## src/rtl/maybe_stream_fifo.sv

```systemverilog
// maybe_stream_fifo: buffers a Maybe-encoded stream (tag + payload) in a
// DEPTH-entry circular FIFO and emits a registered one-cycle Just pulse per pop.
// Nothing inputs never touch storage or pointers. With the macro
// MAYBE_STREAM_FIFO_DROP_CNT_EN defined, a saturating 16-bit counter of items
// dropped at full is exposed on __out3; otherwise drops are silent.
module maybe_stream_fifo #(
  parameter int W     = 8,
  parameter int DEPTH = 4,
  localparam int CW   = $clog2(DEPTH + 1)
) (
  input  logic          clk,
  input  logic          rst,
  input  logic [W-1:0]  __in0,
  input  logic          __in1,
  input  logic          __in2,
  output logic          __out0,
  output logic [W-1:0]  __out1,
  output logic [CW-1:0] __out2
`ifdef MAYBE_STREAM_FIFO_DROP_CNT_EN
  ,
  output logic [15:0]   __out3
`endif
);

  localparam int AW = (DEPTH > 1) ? $clog2(DEPTH) : 1;

  logic [W-1:0]  r_mem [DEPTH];
  logic [AW-1:0] r_wptr;
  logic [AW-1:0] r_rptr;
  logic [CW-1:0] r_count;
  logic          r_vld_p1;
  logic [W-1:0]  r_data_p1;

  logic          w_full;
  logic          w_pop_ok;
  logic          w_push;

  // Handshake decode: a pop needs something stored; a push needs space or a
  // concurrent pop that frees the slot the write pointer is sitting on.
  always_comb begin
    w_full   = (r_count == CW'(DEPTH));
    w_pop_ok = __in2 & (r_count != '0);
    w_push   = __in1 & (~w_full | w_pop_ok);
  end

  // Storage write; contents are don't-care after reset, so no reset here.
  always_ff @(posedge clk) begin
    if (w_push) begin
      r_mem[r_wptr] <= __in0;
    end
  end

  // Pointers wrap naturally because DEPTH is a power of two.
  always_ff @(posedge clk or negedge rst) begin
    if (!rst) begin
      r_wptr <= '0;
      r_rptr <= '0;
    end else begin
      if (w_push) begin
        r_wptr <= r_wptr + AW'(1);
      end
      if (w_pop_ok) begin
        r_rptr <= r_rptr + AW'(1);
      end
    end
  end

  // Occupancy tracks push minus pop; simultaneous push and pop leaves it alone.
  always_ff @(posedge clk or negedge rst) begin
    if (!rst) begin
      r_count <= '0;
    end else begin
      case ({w_push, w_pop_ok})
        2'b10:   r_count <= r_count + CW'(1);
        2'b01:   r_count <= r_count - CW'(1);
        default: r_count <= r_count;
      endcase
    end
  end

  // Output stage: Just for exactly one cycle per pop, payload zeroed otherwise
  // so stale data never leaks out under a Nothing tag. The read sees the old
  // slot contents even when a full-FIFO push overwrites that slot this edge.
  always_ff @(posedge clk or negedge rst) begin
    if (!rst) begin
      r_vld_p1  <= 1'b0;
      r_data_p1 <= '0;
    end else begin
      r_vld_p1  <= w_pop_ok;
      r_data_p1 <= w_pop_ok ? r_mem[r_rptr] : '0;
    end
  end

  assign __out0 = r_vld_p1;
  assign __out1 = r_data_p1;
  assign __out2 = r_count;

`ifdef MAYBE_STREAM_FIFO_DROP_CNT_EN
  logic [15:0] r_drop_cnt;
  logic        w_drop;

  assign w_drop = __in1 & w_full & ~w_pop_ok;

  // Saturating count of Just items refused because the FIFO was full.
  always_ff @(posedge clk or negedge rst) begin
    if (!rst) begin
      r_drop_cnt <= '0;
    end else if (w_drop && (r_drop_cnt != 16'hFFFF)) begin
      r_drop_cnt <= r_drop_cnt + 16'd1;
    end
  end

  assign __out3 = r_drop_cnt;
`endif

endmodule

```

## config.mk

```make
export PLATFORM = sky130hd
export DESIGN_NAME = maybe_stream_fifo
export DESIGN_NICKNAME = d
export VERILOG_FILES = /design/src/rtl/maybe_stream_fifo.sv
export SDC_FILE = /design/constraint.sdc
export NUM_CORES = 1
export LEC_CHECK = 0
export ABC_AREA = 1
export ABC_CLOCK_PERIOD_IN_PS = 1400
export BUFFER_PORTS_ARGS = -buffer_cell sky130_fd_sc_hd__buf_2
export CAP_MARGIN = 15
export CORE_MARGIN = 8
export CORE_UTILIZATION = 42
export DETAILED_ROUTE_END_ITERATION = 6
export HOLD_SLACK_MARGIN = 0.03
export PLACE_DENSITY = 0.67
export SYNTH_ARGS = -nofsm -noshare
export SYNTH_HDL_FRONTEND = slang
export SYNTH_SLANG_ARGS = --single-unit
```

## constraint.sdc

```tcl
create_clock -name clk -period 1.4 [get_ports clk]
set_input_delay 0.07 -clock clk [delete_from_list [all_inputs] [get_ports clk]]
set_output_delay 0.07 -clock clk [all_outputs]
set_load 0.05 [all_outputs]
```

== Word-level counts from Yosys, hierarchy flattened ==
Memory sizes are Yosys's and may differ from the RTL's.
Cells that the tools add are included.
Cells by class
  equal/unequal tests: 3
  add/subtract/negate cells: 4
  multiplexer cells: 4
  bitwise operators: 4
  reductions and logical operators: 2
Operator list (count)
  8-bit 2-to-1 mux: 1
  3-bit one-hot mux with 2 select lines: 1
  2-bit by 1-bit adder with 2-bit output, second input constant: 2
  3-bit by 1-bit adder with 3-bit output, second input constant: 1
  3-bit equality test, second input constant: 1
  3-bit nonzero test: 1
  3-bit by 1-bit subtractor with 3-bit output, second input constant: 1
  1-bit AND: 2
  2-bit by 1-bit equality test with 1-bit output, second input constant: 1
  2-bit equality test, second input constant: 1
  1-bit 2-to-1 mux: 2
  2-bit nonzero test: 1
  1-bit inverter: 1
  1-bit OR: 1
Word-level totals
  word-level logic and storage cells: 23
  memories: 1
  bits in writable memories: 32
  register bits: 16
  bits of input ports: 12
Memory list
  r_mem: words 4, width 8, read ports 1, clocked after memory_dff 0, write ports 1, RTL line 27  | logic [W-1:0] r_mem [DEPTH];

== Longest topological paths before layout ==
Gate-level depths: netlist of the first run.
  word-level depth: 6
  mapped depth: 9
  depth with buffers taken out: 9

== Worst setup path before layout of the first run ==
Ideal clock, no wire load.
  path kind: reg2reg
  from: reg r_count[0], in the netlist __out2[0]
  to: reg r_count[2], in the netlist __out2[2]
  data required time: 1337 ps
  stages on the path, launching flop included: 10
  slack: -386 ps
  buffers on the path: 0
  arrival time: 1724 ps
  cells stage by stage: dfrtp_1 -> nor2_1 -> nand2_1 -> nand3_1 -> fa_1 -> inv_1 -> nand4_2 -> nand3_1 -> nand2_1 -> inv_1
Between the ends
  word-level cells in the longest chain between the ends: 6
Ends and longest elaborated chain
  start, declared: RTL line 30  | logic [CW-1:0] r_count;
  start signal, assigned: RTL line 74  | 2'b10: r_count <= r_count + CW'(1);
  start signal, assigned: RTL line 75  | 2'b01: r_count <= r_count - CW'(1);
  start signal, assigned: RTL line 76  | default: r_count <= r_count;
  3-bit nonzero test / 3-bit equality test (equally long branches): RTL line 42, 41
  1-bit AND / 1-bit inverter (equally long branches): RTL line 42, 43
  1-bit OR: RTL line 43  | w_push = __in1 & (~w_full | w_pop_ok);
  1-bit AND: RTL line 43
  2-bit by 1-bit equality test with 1-bit output / 2-bit equality test (equally long branches): RTL line 73  | case ({w_push, w_pop_ok})
  3-bit one-hot mux with 2 select lines / 2-bit nonzero test (equally long branches)
Several ways; a longest one is shown, not always the timed one.
A chain may end at the register's enable or synchronous reset.

== Worst setup path after layout of the first run ==
  from: reg r_count[0], in the netlist __out2[0]
  to: reg r_count[1], in the netlist __out2[1]
Same word-level chain as after synthesis.

==> reports/metrics.yaml, run 1 <==
timing:
  hold_ws_ns: 0.1737
  max_freq_ghz: 0.6885
  worst_pin_slew_ns: 0.3769
  fin_ws_ns: -0.05246
  fin_worst_skew_ns: 0.01042
  setup_violations: 19
  min_period_ns: 1.452
  hold_violations: 0
  slew_headroom: 0.7487
  fin_crit_sh: 1.037
  rsz0062_at_grt: "yes"
  drv_slew: 0
power_and_ir_drop:
  p_leak_nw: 1.066
  power_frac_comb: 0.444
  vdd_drop_max_v: 0.0008072
  power_density_nw_per_um2: 2222
  clockPowerShare: 0.184
  p_sw_frac: 0.4020
  intPower_mw: 3.355
  power.net_switching_mw: 2.255
  seqPwrFrac: 0.372
global_route:
  grt.total_usage: 0.1133
  grt_pass1_vias: 1397
  antenna_found_initial: 0
  grt_max_degree: 18
  grt_overflow: 0
  grt_pass1_wl_microns: 6375
worst_setup_path:
  endpoint_kind: "register"
  slowest_delay_ns: 0.43
  critPathKind: "register to register"
  crit_chain: "nor2_4 > nand2_4 > nand3_4 > fa_2 > inv_2 > nand2_1 > o21ai_1"
  crit_family: "flip-flops"
  critPathMaxFanout: 2
  crit_required_ns: 1.63
  rrSetupSlack_ns: -0.05
  cp.arrival_ns: 1.68
  cp-start-kind: "register"
  worst-path-buf-inv: 1
  cp_slowest_cell: "dfrtp_2"
route:
  routedWlPerCell_microns: 14.30
  drt_pre_antenna_iters: 4
  vias: 1276
  drt_wl_total_microns: 3762
  drc: 0
  first_iter_violations: 68
  ant_nets: 0
  routed_via_density: 4.852
cells_and_area:
  antennaDiodeCount: 0
  layout_common_cells: "nor2_1 (35), edfxtp_1 (32), buf_2 (23)"
  syn2layout_area_growth_pct: 30.45
  final_nets: 227
  fin_cells: 263
  layout-drive-gt1-share: 0.3270
  layout_commonest_cell: "nor2_1"
floorplan:
  rows: 24
  ios: 24
  die_area_sq_um: 7037
  die_h_microns: 83.89
  coreArea_sq_um: 4384
  initial_core_util: 0.4415
  die_w_microns: 83.89
synthesis:
  yosysWarnings: 0
  ys_seq_area_frac: 0.7033
  avgSynthCellArea_sq_um: 12.17
  synth_fp_nets: 176
  postSynthCellCount: 159
  yosysUniqueCellTypes: 20
  syn_area_sq_um: 1936
  synth_seq_cells: 48
cts:
  insertion_delay_ns: 0.30
  cts_tree: "done"
  numCtsBuffers: 5
  cts_sinks: 48
  cts.clk_slew.worst_paths_ns: 0.09
  cts-root-buf: "clkbuf_8"
  cts_buffer_depth: 2
  cts.htree.levels: 2
outcome:
  status: "finished with violations"
  violations: "setup timing"
place:
  portBuffers: 23
  dp.cells: 235
  gp_congestion: 0.8096
  dpl.hpwl_microns: 2456
run:
  drv_cap: 0
min_path:
  holdCritPathClass: "primary input to register"
[metal layers]
layer	track usage	part of all wire
met1	0.1147	0.39
met5	0	0
met4	0.05181	0.020
met2	0.2007	0.53
met3	0.04199	0.055
[logic make-up (layout without fill, tap and decap cells)]
kind of cell	after synthesis	after routing	synth area share
fa+ha+maj	5	5	0.03620
flops	48	48	0.7033
compound gates	27	27	0.07563
buf+inv	21	73	0.05170
xor+xnor	3	3	0.01358
simple gates	55	55	0.1196
[worst register-to-register path, stage by stage, from the launching register on]
cell and delay, ns:
dfrtp_2 0.43, nor2_4 0.18, nand2_4 0.08, nand3_4 0.09, fa_2 0.43, inv_2 0.05, nand2_1 0.04, o21ai_1 0.07
[registers in the layout (all words and copies together) (netlist names)]
register	cells
__out2	3
r_rptr	2
__out1	8
r_mem	32
r_wptr	2
__out0	1
[through the flow]
step	power, mW	setup TNS (ns)	setup WS [ns]	util	area, sq um
3_5_place_dp	4.312	-0.1597	-0.02407	0.4971	2180
3_3_place_gp	4.234	0	0.01010	0.4971	2180
6_report	5.610	-0.7140	-0.05246	0.5759	2525
5_1_grt	5.995	-2.427	-0.1262	0.5759	2525
4_1_cts	5.490	-0.09178	-0.01787	0.5619	2464
2_1_floorplan	3.757	-3.229	-0.1459	-	1982
[synth_stat cells (all sizes together)]
cell    number  area [sq um]
a21oi        9         45.04
o21ai       18         101.4
nor2        41         161.4
inv         16         60.05
nand2        8         32.54
fa           1         20.02
ha           4         50.05
clkbuf       1         5.000
buf          4         35.03
nand4        1         12.51
edfxtp      32         960.9
dfrtp       16         400.4
xor2         3         26.28
nand3        5         25.02
[cell type report]
cell class | instances | area [sq um]
multi-input combinational | 90 | 544.3
clock buffer | 6 | 82.58
timing repair buffer | 49 | 369.1
sequential | 48 | 1365
fill | 351 | 1859
tap | 52 | 65.06
clock inverter | 2 | 38.79
inverter | 16 | 60.06
[path summary, 6_finish.rpt]
path / start / to / cells after the start
min reg2reg: r_mem[3][4] / __out1[4] / 2
max reg2reg: __out2[0] / __out2[1] / 7
min in group asynchronous: rst / __out2[2] / 2
max: __out2[0] / __out2[1] / 7
max in group asynchronous: rst / __out2[0] / 2
min: __in1 / __out2[2] / 5
[timing repair]
| action | CTS | global route |
|---|---|---|
| hold buffers | 9 | 0 |
| setup buffers | 7 | 4 |
| gates resized for setup | 3 | 8 |
| endpoints found under the setup margin | 36 | 24 |
| hold endpoints to repair | 48 | 0 |
| pin swaps | 3 | 7 |
[power by group through the flow]
stage / sequential, mW / combinational (mW) / clock (mW)
finish: 2.09 / 2.49 / 1.03
global route: 2.13 / 2.76 / 1.11
CTS: 2.09 / 2.34 / 1.05
detailed placement: 2.11 / 2.20 / 0
global placement: 2.10 / 2.13 / 0
floorplan: 2.65 / 1.11 / 0
Note: power is estimated with default switching activity, not from simulation.
==> inputs of run 2 (changes only) <==
PLACE_DENSITY = not set   (was 0.67)
==> run 2 against run 1 <==
- the flow still finishes with violations (setup timing)
- die area did not move
- cell count fell by 2.3%
- count of clock-buffer cells in the layout is 1 higher
- largest cell class unchanged
- highest routed layer unchanged
==> reports/metrics.yaml, run 2 (synthesis gave the netlist of run 1 again) <==
cts:
  cts.clk_slew.worst_paths_ns: 0.08  # was 0.09 ns
  insertion_delay_ns: 0.29  # was 0.30 ns
  cts-root-buf: "clkbuf_8"  # unchanged
  cts_sinks: 48  # unchanged
  cts_tree: "done"  # unchanged
  cts.htree.levels: 2  # unchanged
  numCtsBuffers: 5  # unchanged
  cts_buffer_depth: 2  # unchanged
power_and_ir_drop:
  power_frac_comb: 0.437  # was 0.444
  clockPowerShare: 0.148  # was 0.184
  vdd_drop_max_v: 0.0008426  # was 0.0008072 V
  p_sw_frac: 0.4151  # was 0.4020
  p_leak_nw: 1.005  # was 1.066 nW
  seqPwrFrac: 0.415  # was 0.372
  power_density_nw_per_um2: 2121  # was 2222 nW/um^2
  power.net_switching_mw: 2.127  # was 2.255 mW
  intPower_mw: 2.997  # was 3.355 mW
  power_mw: 5.124  # was 5.610 mW
global_route:
  antenna_found_initial: 0  # unchanged
  grt_overflow: 0  # unchanged
  grt_max_degree: 18  # unchanged
  grt_pass1_vias: 1250  # was 1397
  grt.total_usage: 0.1031  # was 0.1133
  grt_pass1_wl_microns: 5775  # was 6375 microns
route:
  drt_pre_antenna_iters: 4  # unchanged
  routedWlPerCell_microns: 13.30  # was 14.30 microns
  routed_via_density: 4.681  # was 4.852
  first_iter_violations: 60  # was 68
  ant_nets: 0  # unchanged
  drt_wl_total_microns: 3418  # was 3762 microns
  drc: 0  # unchanged
  vias: 1203  # was 1276
worst_setup_path:
  critPathMaxFanout: 4  # was 2
  cp.arrival_ns: 1.49  # was 1.68 ns
  cp-start-kind: "register"  # unchanged
  crit_required_ns: 1.46  # was 1.63 ns
  endpoint_kind: "register"  # unchanged
  critPathKind: "register to register"  # unchanged
timing:
  fin_worst_skew_ns: 0.004742  # was 0.01042 ns
  hold_ws_ns: 0.1781  # was 0.1737 ns
  hold_violations: 0  # unchanged
  fin_ws_ns: -0.03336  # was -0.05246 ns
  drv_slew: 0  # unchanged
  max_freq_ghz: 0.6977  # was 0.6885 GHz
  min_period_ns: 1.433  # was 1.452 ns
  setup_violations: 10  # was 19
  worst_pin_slew_ns: 0.3869  # was 0.3769 ns
  slew_headroom: 0.7420  # was 0.7487
  rsz0062_at_grt: "yes"  # unchanged
  fin_crit_sh: 1.024  # was 1.037
floorplan:
  die_h_microns: 83.89  # unchanged
  ios: 24  # unchanged
  die_area_sq_um: 7037  # unchanged
  coreArea_sq_um: 4384  # unchanged
  rows: 24  # unchanged
  initial_core_util: 0.4415  # unchanged
  die_w_microns: 83.89  # unchanged
cells_and_area:
  final_nets: 221  # was 227
  regMostFlops: "r_mem"  # unchanged
  antennaDiodeCount: 0  # unchanged
  layout_commonest_cell: "nor2_1"  # unchanged
  largest_register_ff_count: 32  # unchanged
  layout_common_cells: "nor2_1 (35), edfxtp_1 (32), buf_2 (23)"  # unchanged
  fillers: 366  # was 351
  layout-drive-gt1-share: 0.2976  # was 0.3270
  syn2layout_area_growth_pct: 24.82  # was 30.45%
  fin_cells: 257  # was 263
outcome:
  status: "finished with violations"  # unchanged
  violations: "setup timing"  # unchanged
place:
  dpl.hpwl_microns: 2406  # was 2456 microns
  portBuffers: 23  # unchanged
  dp.cells: 233  # was 235
  gp_congestion: 0.7305  # was 0.8096
min_path:
  holdCritPathClass: "primary input to register"  # unchanged
run:
  drv_cap: 0  # unchanged
==> run 2: cell count changes in the layout (fill, tap and decap cells not counted), moves of 2 or more <==
cell	delta
buf_6	-3
clkbuf_1	+2
nand2_4	-2
buf_4	-3
==> run 2: stage by stage <==
stage	area (sq um)	worst slack, ns	TNS (ns)	util
global route	2416	-0.1045	-1.105	0.5511
CTS	2409	-0.01417	-0.08641	0.5494
global placement	2165	0.006706	0	0.4937
detailed placement	2165	-0.05586	-0.6108	0.4937
floorplan	1982	-0.1459	-3.229	-
finish	2416	-0.03336	-0.2597	0.5511
==> run 2: final timing paths <==
check	startpoint	to	slack, ns	cells after the start
worst max-delay path	__out2[1]	r_mem[3][2]	-0.03	6
worst max register to register	__out2[1]	r_mem[3][2]	-0.03	6
min in group asynchronous	rst	__out1[6]	0.22	2
worst min-delay path	__in1	__out2[2]	0.18	5
worst min register to register	r_mem[3][0]	__out1[0]	0.54	2
max in group asynchronous	rst	__out2[0]	0.89	2
==> run 2: repair_timing <==
action | CTS | global route
hold endpoints to repair | 48 | 0
setup buffers | 7 | 0
setup endpoints to repair | 36 | 27
resized for setup | 3 | 2
pin swaps | 3 | 1
hold buffers | 9 | 0
==> run 2: worst max-delay path, cell delays in order, from the launching register on <==
cell,delay (ns)
dfrtp_2,0.43
nor2_4,0.14
nand2_2,0.10
o21ai_4,0.20
buf_12,0.15
nor2_4,0.04
buf_4,0.15
==> run 2: power groups by stage <==
stage          Clock (mW)  Sequential [mW]  Combinational (mW)
6_report            0.760             2.12                2.24
5_1_grt             0.851             2.16                2.47
4_1_cts             0.789             2.13                2.25
3_5_place_dp            0             2.15                2.10
3_3_place_gp            0             2.14                2.06
2_1_floorplan           0             2.65                1.11
==> run 2: cell type report <==
type	instances	area, sq um	share of cell area
Sequential cell	48	1365	0.5650
Multi-Input combinational cell	90	531.8	0.2201
Timing Repair Buffer	43	312.8	0.1295
Clock buffer	7	76.32	0.03159
Tap cell	52	65.06	0.02693
Inverter	16	60.06	0.02486
Clock inverter	1	5.005	0.002071
==> run 2: layer usage <==
layer,share of wire,GRT usage
met2,0.53,0.1775
met4,0.016,0.05181
met3,0.032,0.02930
met1,0.42,0.1123
met5,0,0
